**src/rtl/flt_seq_pkg.sv**
```systemverilog
// Shared types and constants for the float-add job sequencer.
package flt_seq_pkg;

   localparam int unsigned ADDR_W = 8;
   localparam int unsigned DATA_W = 8;
   localparam int unsigned HALF_W = 16;
   localparam int unsigned CNT_W  = 16;

   localparam logic [HALF_W-1:0] NAN16   = 16'h7E00;
   localparam logic [CNT_W-1:0]  CYC_MAX = 16'hFFFF;

   localparam logic [ADDR_W-1:0] OP_BASE_DEF  = 8'd8;
   localparam logic [ADDR_W-1:0] RES_BASE_DEF = 8'd12;
   localparam int unsigned       TIMEOUT_DEF  = 2048;

   typedef enum logic [3:0] {
      ST_IDLE,
      ST_CRST,
      ST_WR0,
      ST_WR1,
      ST_WR2,
      ST_WR3,
      ST_GO,
      ST_WAIT,
      ST_RD0,
      ST_RD1,
      ST_OUT
   } state_t;

endpackage

```
**src/rtl/sat_cycle_counter.sv**
```systemverilog
// Saturating 16-bit cycle counter with a flag when the count equals TIMEOUT-1.
module sat_cycle_counter
   import flt_seq_pkg::*;
#(
   parameter int unsigned TIMEOUT = TIMEOUT_DEF
) (
   input  logic             clk,
   input  logic             reset,
   input  logic             clr,
   input  logic             en,
   output logic [CNT_W-1:0] count,
   output logic             hit
);

   logic [CNT_W-1:0] count_q;
   logic [CNT_W-1:0] count_d;

   always_comb begin
      count_d = count_q;
      if (clr) begin
         count_d = '0;
      end else if (en && (count_q != CYC_MAX)) begin
         count_d = count_q + CNT_W'(1);
      end
   end

   always_ff @(posedge clk) begin
      if (reset) begin
         count_q <= '0;
      end else begin
         count_q <= count_d;
      end
   end

   assign count = count_q;
   assign hit   = (32'(count_q) == (TIMEOUT - 32'd1));

endmodule

```
**src/rtl/flt_job_sequencer.sv**
```systemverilog
// Job sequencer for the float-add core: loads operands, starts the core,
// waits for done (with timeout) and returns the 16-bit result plus cycle count.
module flt_job_sequencer
   import flt_seq_pkg::*;
#(
   parameter logic [ADDR_W-1:0] OP_BASE  = OP_BASE_DEF,
   parameter logic [ADDR_W-1:0] RES_BASE = RES_BASE_DEF,
   parameter int unsigned       TIMEOUT  = TIMEOUT_DEF
) (
   input  logic              clk,
   input  logic              reset,
   input  logic              in_valid,
   output logic              in_ready,
   input  logic [HALF_W-1:0] in_a,
   input  logic [HALF_W-1:0] in_b,
   output logic              core_rst,
   output logic              start,
   input  logic              done,
   output logic              mem_we,
   output logic [ADDR_W-1:0] mem_addr,
   output logic [DATA_W-1:0] mem_wdata,
   input  logic [DATA_W-1:0] mem_rdata,
   output logic              out_valid,
   input  logic              out_ready,
   output logic [HALF_W-1:0] out_result,
   output logic [CNT_W-1:0]  out_cycles,
   output logic              out_timeout
);

   state_t            state_q;
   logic [HALF_W-1:0] a_q;
   logic [HALF_W-1:0] b_q;
   logic [HALF_W-1:0] result_q;
   logic [CNT_W-1:0]  cycles_q;
   logic              timeout_q;
   logic              in_ready_q;
   logic              core_rst_q;
   logic              start_q;
   logic              mem_we_q;
   logic [ADDR_W-1:0] mem_addr_q;
   logic [DATA_W-1:0] mem_wdata_q;
   logic              out_valid_q;

   logic [CNT_W-1:0]  wait_cnt;
   logic              wait_hit;

   // Counter is held at zero outside WAIT so the first WAIT cycle reads 0.
   sat_cycle_counter #(
      .TIMEOUT (TIMEOUT)
   ) u_cnt (
      .clk   (clk),
      .reset (reset),
      .clr   (state_q != ST_WAIT),
      .en    (state_q == ST_WAIT),
      .count (wait_cnt),
      .hit   (wait_hit)
   );

   // Each strobe/bus register is loaded on entry to the state that owns it.
   always_ff @(posedge clk) begin
      if (reset) begin
         state_q     <= ST_IDLE;
         a_q         <= '0;
         b_q         <= '0;
         result_q    <= '0;
         cycles_q    <= '0;
         timeout_q   <= 1'b0;
         in_ready_q  <= 1'b0;
         core_rst_q  <= 1'b0;
         start_q     <= 1'b0;
         mem_we_q    <= 1'b0;
         mem_addr_q  <= '0;
         mem_wdata_q <= '0;
         out_valid_q <= 1'b0;
      end else begin
         in_ready_q  <= 1'b0;
         core_rst_q  <= 1'b0;
         start_q     <= 1'b0;
         mem_we_q    <= 1'b0;
         mem_addr_q  <= '0;
         mem_wdata_q <= '0;
         case (state_q)
            ST_IDLE: begin
               in_ready_q <= 1'b1;
               if (in_valid && in_ready_q) begin
                  a_q        <= in_a;
                  b_q        <= in_b;
                  timeout_q  <= 1'b0;
                  in_ready_q <= 1'b0;
                  core_rst_q <= 1'b1;
                  state_q    <= ST_CRST;
               end
            end
            ST_CRST: begin
               mem_we_q    <= 1'b1;
               mem_addr_q  <= OP_BASE;
               mem_wdata_q <= a_q[7:0];
               state_q     <= ST_WR0;
            end
            ST_WR0: begin
               mem_we_q    <= 1'b1;
               mem_addr_q  <= OP_BASE + ADDR_W'(1);
               mem_wdata_q <= a_q[15:8];
               state_q     <= ST_WR1;
            end
            ST_WR1: begin
               mem_we_q    <= 1'b1;
               mem_addr_q  <= OP_BASE + ADDR_W'(2);
               mem_wdata_q <= b_q[7:0];
               state_q     <= ST_WR2;
            end
            ST_WR2: begin
               mem_we_q    <= 1'b1;
               mem_addr_q  <= OP_BASE + ADDR_W'(3);
               mem_wdata_q <= b_q[15:8];
               state_q     <= ST_WR3;
            end
            ST_WR3: begin
               start_q <= 1'b1;
               state_q <= ST_GO;
            end
            ST_GO: begin
               state_q <= ST_WAIT;
            end
            ST_WAIT: begin
               // done takes priority over a simultaneous timeout
               if (done) begin
                  cycles_q   <= wait_cnt;
                  mem_addr_q <= RES_BASE;
                  state_q    <= ST_RD0;
               end else if (wait_hit) begin
                  cycles_q    <= wait_cnt;
                  timeout_q   <= 1'b1;
                  result_q    <= NAN16;
                  out_valid_q <= 1'b1;
                  state_q     <= ST_OUT;
               end
            end
            ST_RD0: begin
               result_q[7:0] <= mem_rdata;
               mem_addr_q    <= RES_BASE + ADDR_W'(1);
               state_q       <= ST_RD1;
            end
            ST_RD1: begin
               result_q[15:8] <= mem_rdata;
               out_valid_q    <= 1'b1;
               state_q        <= ST_OUT;
            end
            ST_OUT: begin
               if (out_ready) begin
                  out_valid_q <= 1'b0;
                  in_ready_q  <= 1'b1;
                  state_q     <= ST_IDLE;
               end
            end
            default: begin
               state_q <= ST_IDLE;
            end
         endcase
      end
   end

   assign in_ready    = in_ready_q;
   assign core_rst    = core_rst_q;
   assign start       = start_q;
   assign mem_we      = mem_we_q;
   assign mem_addr    = mem_addr_q;
   assign mem_wdata   = mem_wdata_q;
   assign out_valid   = out_valid_q;
   assign out_result  = result_q;
   assign out_cycles  = cycles_q;
   assign out_timeout = timeout_q;

endmodule

```
**config.mk**
```make
export PLATFORM = sky130hd
export DESIGN_NAME = flt_job_sequencer
export DESIGN_NICKNAME = d
export VERILOG_FILES = /design/src/rtl/flt_seq_pkg.sv /design/src/rtl/sat_cycle_counter.sv /design/src/rtl/flt_job_sequencer.sv
export SDC_FILE = /design/constraint.sdc
export NUM_CORES = 1
export LEC_CHECK = 0
export BUFFER_PORTS_ARGS = -buffer_cell sky130_fd_sc_hd__buf_2
export CAP_MARGIN = 20
export CORE_MARGIN = 2
export CORE_UTILIZATION = 45
export DETAILED_ROUTE_END_ITERATION = 8
export GPL_TIMING_DRIVEN = 0
export PLACE_DENSITY_LB_ADDON = 0.25
export SLEW_MARGIN = 20
export SYNTH_ARGS = -nofsm -noshare
export SYNTH_HDL_FRONTEND = slang
export SYNTH_SLANG_ARGS = --single-unit
```
**constraint.sdc**
```tcl
create_clock -name clk -period 3.9 [get_ports clk]
set_clock_uncertainty 0.15 [all_clocks]
set_input_delay 0 -clock clk [delete_from_list [all_inputs] [get_ports clk]]
set_output_delay 0 -clock clk [all_outputs]
set_load 0.03 [all_outputs]
```
==> impl.org <==
** Status
- The flow ran to the end, and the final reports show no timing, DRC or antenna violations.

** Timing
- Slew at the pin with the worst max-slew slack :: 849 ps
- Post-route worst setup slack :: roughly 1400 ps
- Final-report max-slew violation count :: 0
- Min cycle time layout :: 2470 ps
- Measured against its own limit, the worst slew margin works out to 0.429.
- In the finished design, the share of the clock period the worst path needs comes to 0.632.
- Static timing analysis puts the maximum clock frequency at 0.405 GHz.
- Final Setup Violations :: 0
- Hold is met by 71.4 ps.
- Setup repair after global routing left no endpoint under its margin.
- The number of hold violations in the final report is 0.
- Post-route setup TNS :: 0 ps

** GRT
- Global routing finished with a remaining overflow of 0.
- First-pass GRT wire length :: approximately 18000 um
- Vias in the first global route :: 3883
- The initial antenna violation count was 0.
- In the global route stage, overall resource usage came out at 0.224.
- Maximum number of pins on one net before global-route repair :: 20

** Drt
- Across all layers, the routed design uses just over 4000 vias.
- Before antenna repair, the detailed router went through 5 iterations.
- Routed len/inst :: between 10 and 15 um
- Summed over all layers, the routed wires come to around 11000 um.
- After detailed routing, the number of vias per cell comes to 5.23.
- Number of remaining DRC errors :: 0
- Post-detailed-route count of antenna-violating nets :: 0
- For this block, the initial DRC count from the detailed router was between 150 and 200.

** Setup path
- Together, buffers and inverters on the worst path number 1.
- STA puts the critical path data arrival time at approximately 2600 ps.
- The worst setup path is launched from a register.
- Largest incremental delay on the critical path :: 530 ps
- On the critical path, the stage with the largest delay is an instance of sky130_fd_sc_hd__nor3_2.
- Of all nets on the critical path, the largest fanout is 10.
- Worst EP required :: 3990 ps
- Setup slack on the worst reg-to-reg path comes out at 1430 ps.
- Ordered cell list for the critical path :: ha_1 -> nand3_1 -> nor3_2 -> clkbuf_1 -> and4_1 -> nor3_1
- STA classifies the critical path endpoint as a register.
- Family of cells with the greatest summed delay on the critical path :: simple AND/OR/NAND/NOR gates
- The setup path with the least slack is of type reg2reg.

** Cells and area
- Final instance count without filler cells :: a little under 800
- Fraction of final layout cells with drive strength greater than 1 :: 0.201
- Relative to the synthesized area, the layout overhead comes to 30.4%.
- Antenna fix cells :: 0
- Net count, final :: 694
- Fillers :: 845

** Yosys
- Among all cell types in the netlist, the one instantiated most often is sky130_fd_sc_hd__dfxtp_1.
- The Yosys step of the flow raised 0 warnings.
- Post-synth top area cell :: sky130_fd_sc_hd__dfxtp_1
- Of the synthesized area, sequential elements account for 0.472.
- Of the post-synthesis cell area, the dominant cell type holds 0.472.
- Most frequent cells after synthesis :: sky130_fd_sc_hd__dfxtp_1 (102), sky130_fd_sc_hd__nand2_1 (87), sky130_fd_sc_hd__a21oi_1 (55), sky130_fd_sc_hd__nor2_1 (34), sky130_fd_sc_hd__nand2b_1 (30)
- Library cells used by synthesis :: 55
- In this run, synthesis inferred 0 flip-flops with an integrated enable.
- In the synthesized netlist, the number of instances is 497.
- In this run the cell area of the synthesized design comes to 4330 um^2.
- Flip-flop and latch count after synthesis :: between 100 and 150
- Asr flop ratio synth :: 0
- Averaged over all synthesized cells, the footprint is between 8 and 9 um^2.
- For this run, the leading register cell type out of synthesis is sky130_fd_sc_hd__dfxtp_1.
- In the post-synthesis netlist, the biggest area contributors are sky130_fd_sc_hd__dfxtp_1 (47%), sky130_fd_sc_hd__nand2_1 (7.5%), sky130_fd_sc_hd__a21oi_1 (6.4%).

** Floorplanning
- The floorplan step set the die width to 102 um.
- Initial core utilization :: 0.466
- Die boundary height :: 102 um
- The floorplan step defined a die boundary enclosing 10400 um^2.
- The floorplan has 35 rows.
- The core region is 9280 um^2.
- Pin placement for this block handled 99 I/O pins.

** Pwr
- Power after layout :: 2.07 mW
- Lkg Pwr :: 2.23 nW
- Pwr Density :: 367 nW/um^2
- Worst VDD drop :: 200 uV

** Clocking
- Worst-skew pair later-pin latency :: 370 ps
- Buffers added to address setup during post-CTS repair amount to 0.
- Library cell used as clock root buffer :: sky130_fd_sc_hd__clkbuf_8
- TritonCTS clock tree :: done
- The clock drives 102 sinks.
- Clock edge transition at the registers on the reported setup and hold paths :: 100 ps
- Maximum number of buffers from clock root to sink :: 2
- H-tree depth :: 3
- Number of buffers inserted during clock tree synthesis :: 9

** Placement
- At the placement stage, the worst setup path has a slack of 1520 ps.
- Once detailed placement completed, the half-perimeter wirelength came to between 7000 and 8000 um.
- Count of port buffers added during placement :: 93
- Cell count after placement :: roughly 720
- The congestion estimate from routability-driven global placement came to around 0.83.

** Hold path
- Min-delay worst type :: in2reg

** Flow run
- Max-cap violations :: 0
==> power breakdown <==
part           internal, mW  total [mW]  leakage, nW  switching, mW
Sequential             1.07        1.09        0.825         0.0172
Combinational        0.0942       0.210         1.28          0.116
Clock                 0.377       0.775        0.119          0.398
Total                  1.54        2.07         2.23          0.531
==> area by class of cell <==
cell class                 instances  area, um^2  share of cell area
timing repair buffer             137         906               0.160
multi-input combinational        359        2110               0.374
tap                              129         161              0.0286
clock buffer                       9         124              0.0219
buffer                            36         178              0.0315
inverter                           3        11.3             0.00200
clock inverter                     7         114              0.0202
sequential                       102        2040               0.362
==> placed cells by master, fill, tap and decap left out, drive strengths merged, types with 3 or more instances in the layout <==
cell type    instances
nor3                10
clkbuf              33
nand2               87
nand4                3
a211oi               7
o211ai               3
dlygate4sd3         44
or2                  4
mux2i               15
nand3b               5
a222oi               7
buf                105
nor2                34
a21oi               55
and3                 6
nor2b                6
a22o                 8
o22ai                4
dfxtp              102
a2111o               5
o21ai               13
nand3               11
conb                 4
or3                  4
nand2b              30
inv                  6
a32o                 6
or4                  4
==> routing by layer <==
layer	global-route usage	routed length, um	vias to the layer above
li1	-	-	2064
met1	0.287	5010	1882
met2	0.373	5470	133
met3	0.0513	656	14
met4	0.0759	174	0
met5	0	0	-
==> tightest hold or removal path, cell delays in order <==
cell	delay, ps
sky130_fd_sc_hd__clkbuf_1	320
sky130_fd_sc_hd__or3_1	170
sky130_fd_sc_hd__mux2i_1	50
==> cell families (layout without fill, tap and decap cells) <==
logic type	count (synthesis)	in the layout	synth area share
AND/OR/NAND/NOR	213	213	0.247
AO/OA/AOI/OAI	123	123	0.192
flip-flops	102	102	0.472
buffers and inverters	39	192	0.0437
multiplexers	16	16	0.0373
XOR/XNOR	2	2	0.00405
adder cells (fa/ha/maj)	1	1	0.00289
other	1	4	0.000866
==> registers in the layout (all words and copies together), names as in the netlist <==
signal / count
start: 1
mem_addr: 4
a_q: 16
core_rst: 1
out_timeout: 1
out_valid: 1
out_cycles: 16
u_cnt.count: 16
mem_we: 1
b_q: 16
out_result: 16
mem_wdata: 8
in_ready: 1
state_q: 4
==> final timing paths <==
check	start	end	cells after the start
min reg2reg	a_q[15]	a_q[15]	2
max	u_cnt.count[0]	u_cnt.count[12]	6
min	reset	u_cnt.count[4]	3
max reg2reg	u_cnt.count[0]	u_cnt.count[12]	6
==> per-stage QoR <==
step | cell area, um^2 | utilization
3_5_place_dp | 4970 | 0.535
5_1_grt | 5640 | 0.608
4_1_cts | 5640 | 0.608
6_report | 5640 | 0.608
3_3_place_gp | 4970 | 0.535
2_1_floorplan | 4340 | -
==> repair_timing <==
item,CTS,global route
endpoints found under the hold margin,57,0
hold buffers,44,0
gates resized for setup,0,0
Power figures use the tool's default switching activity.
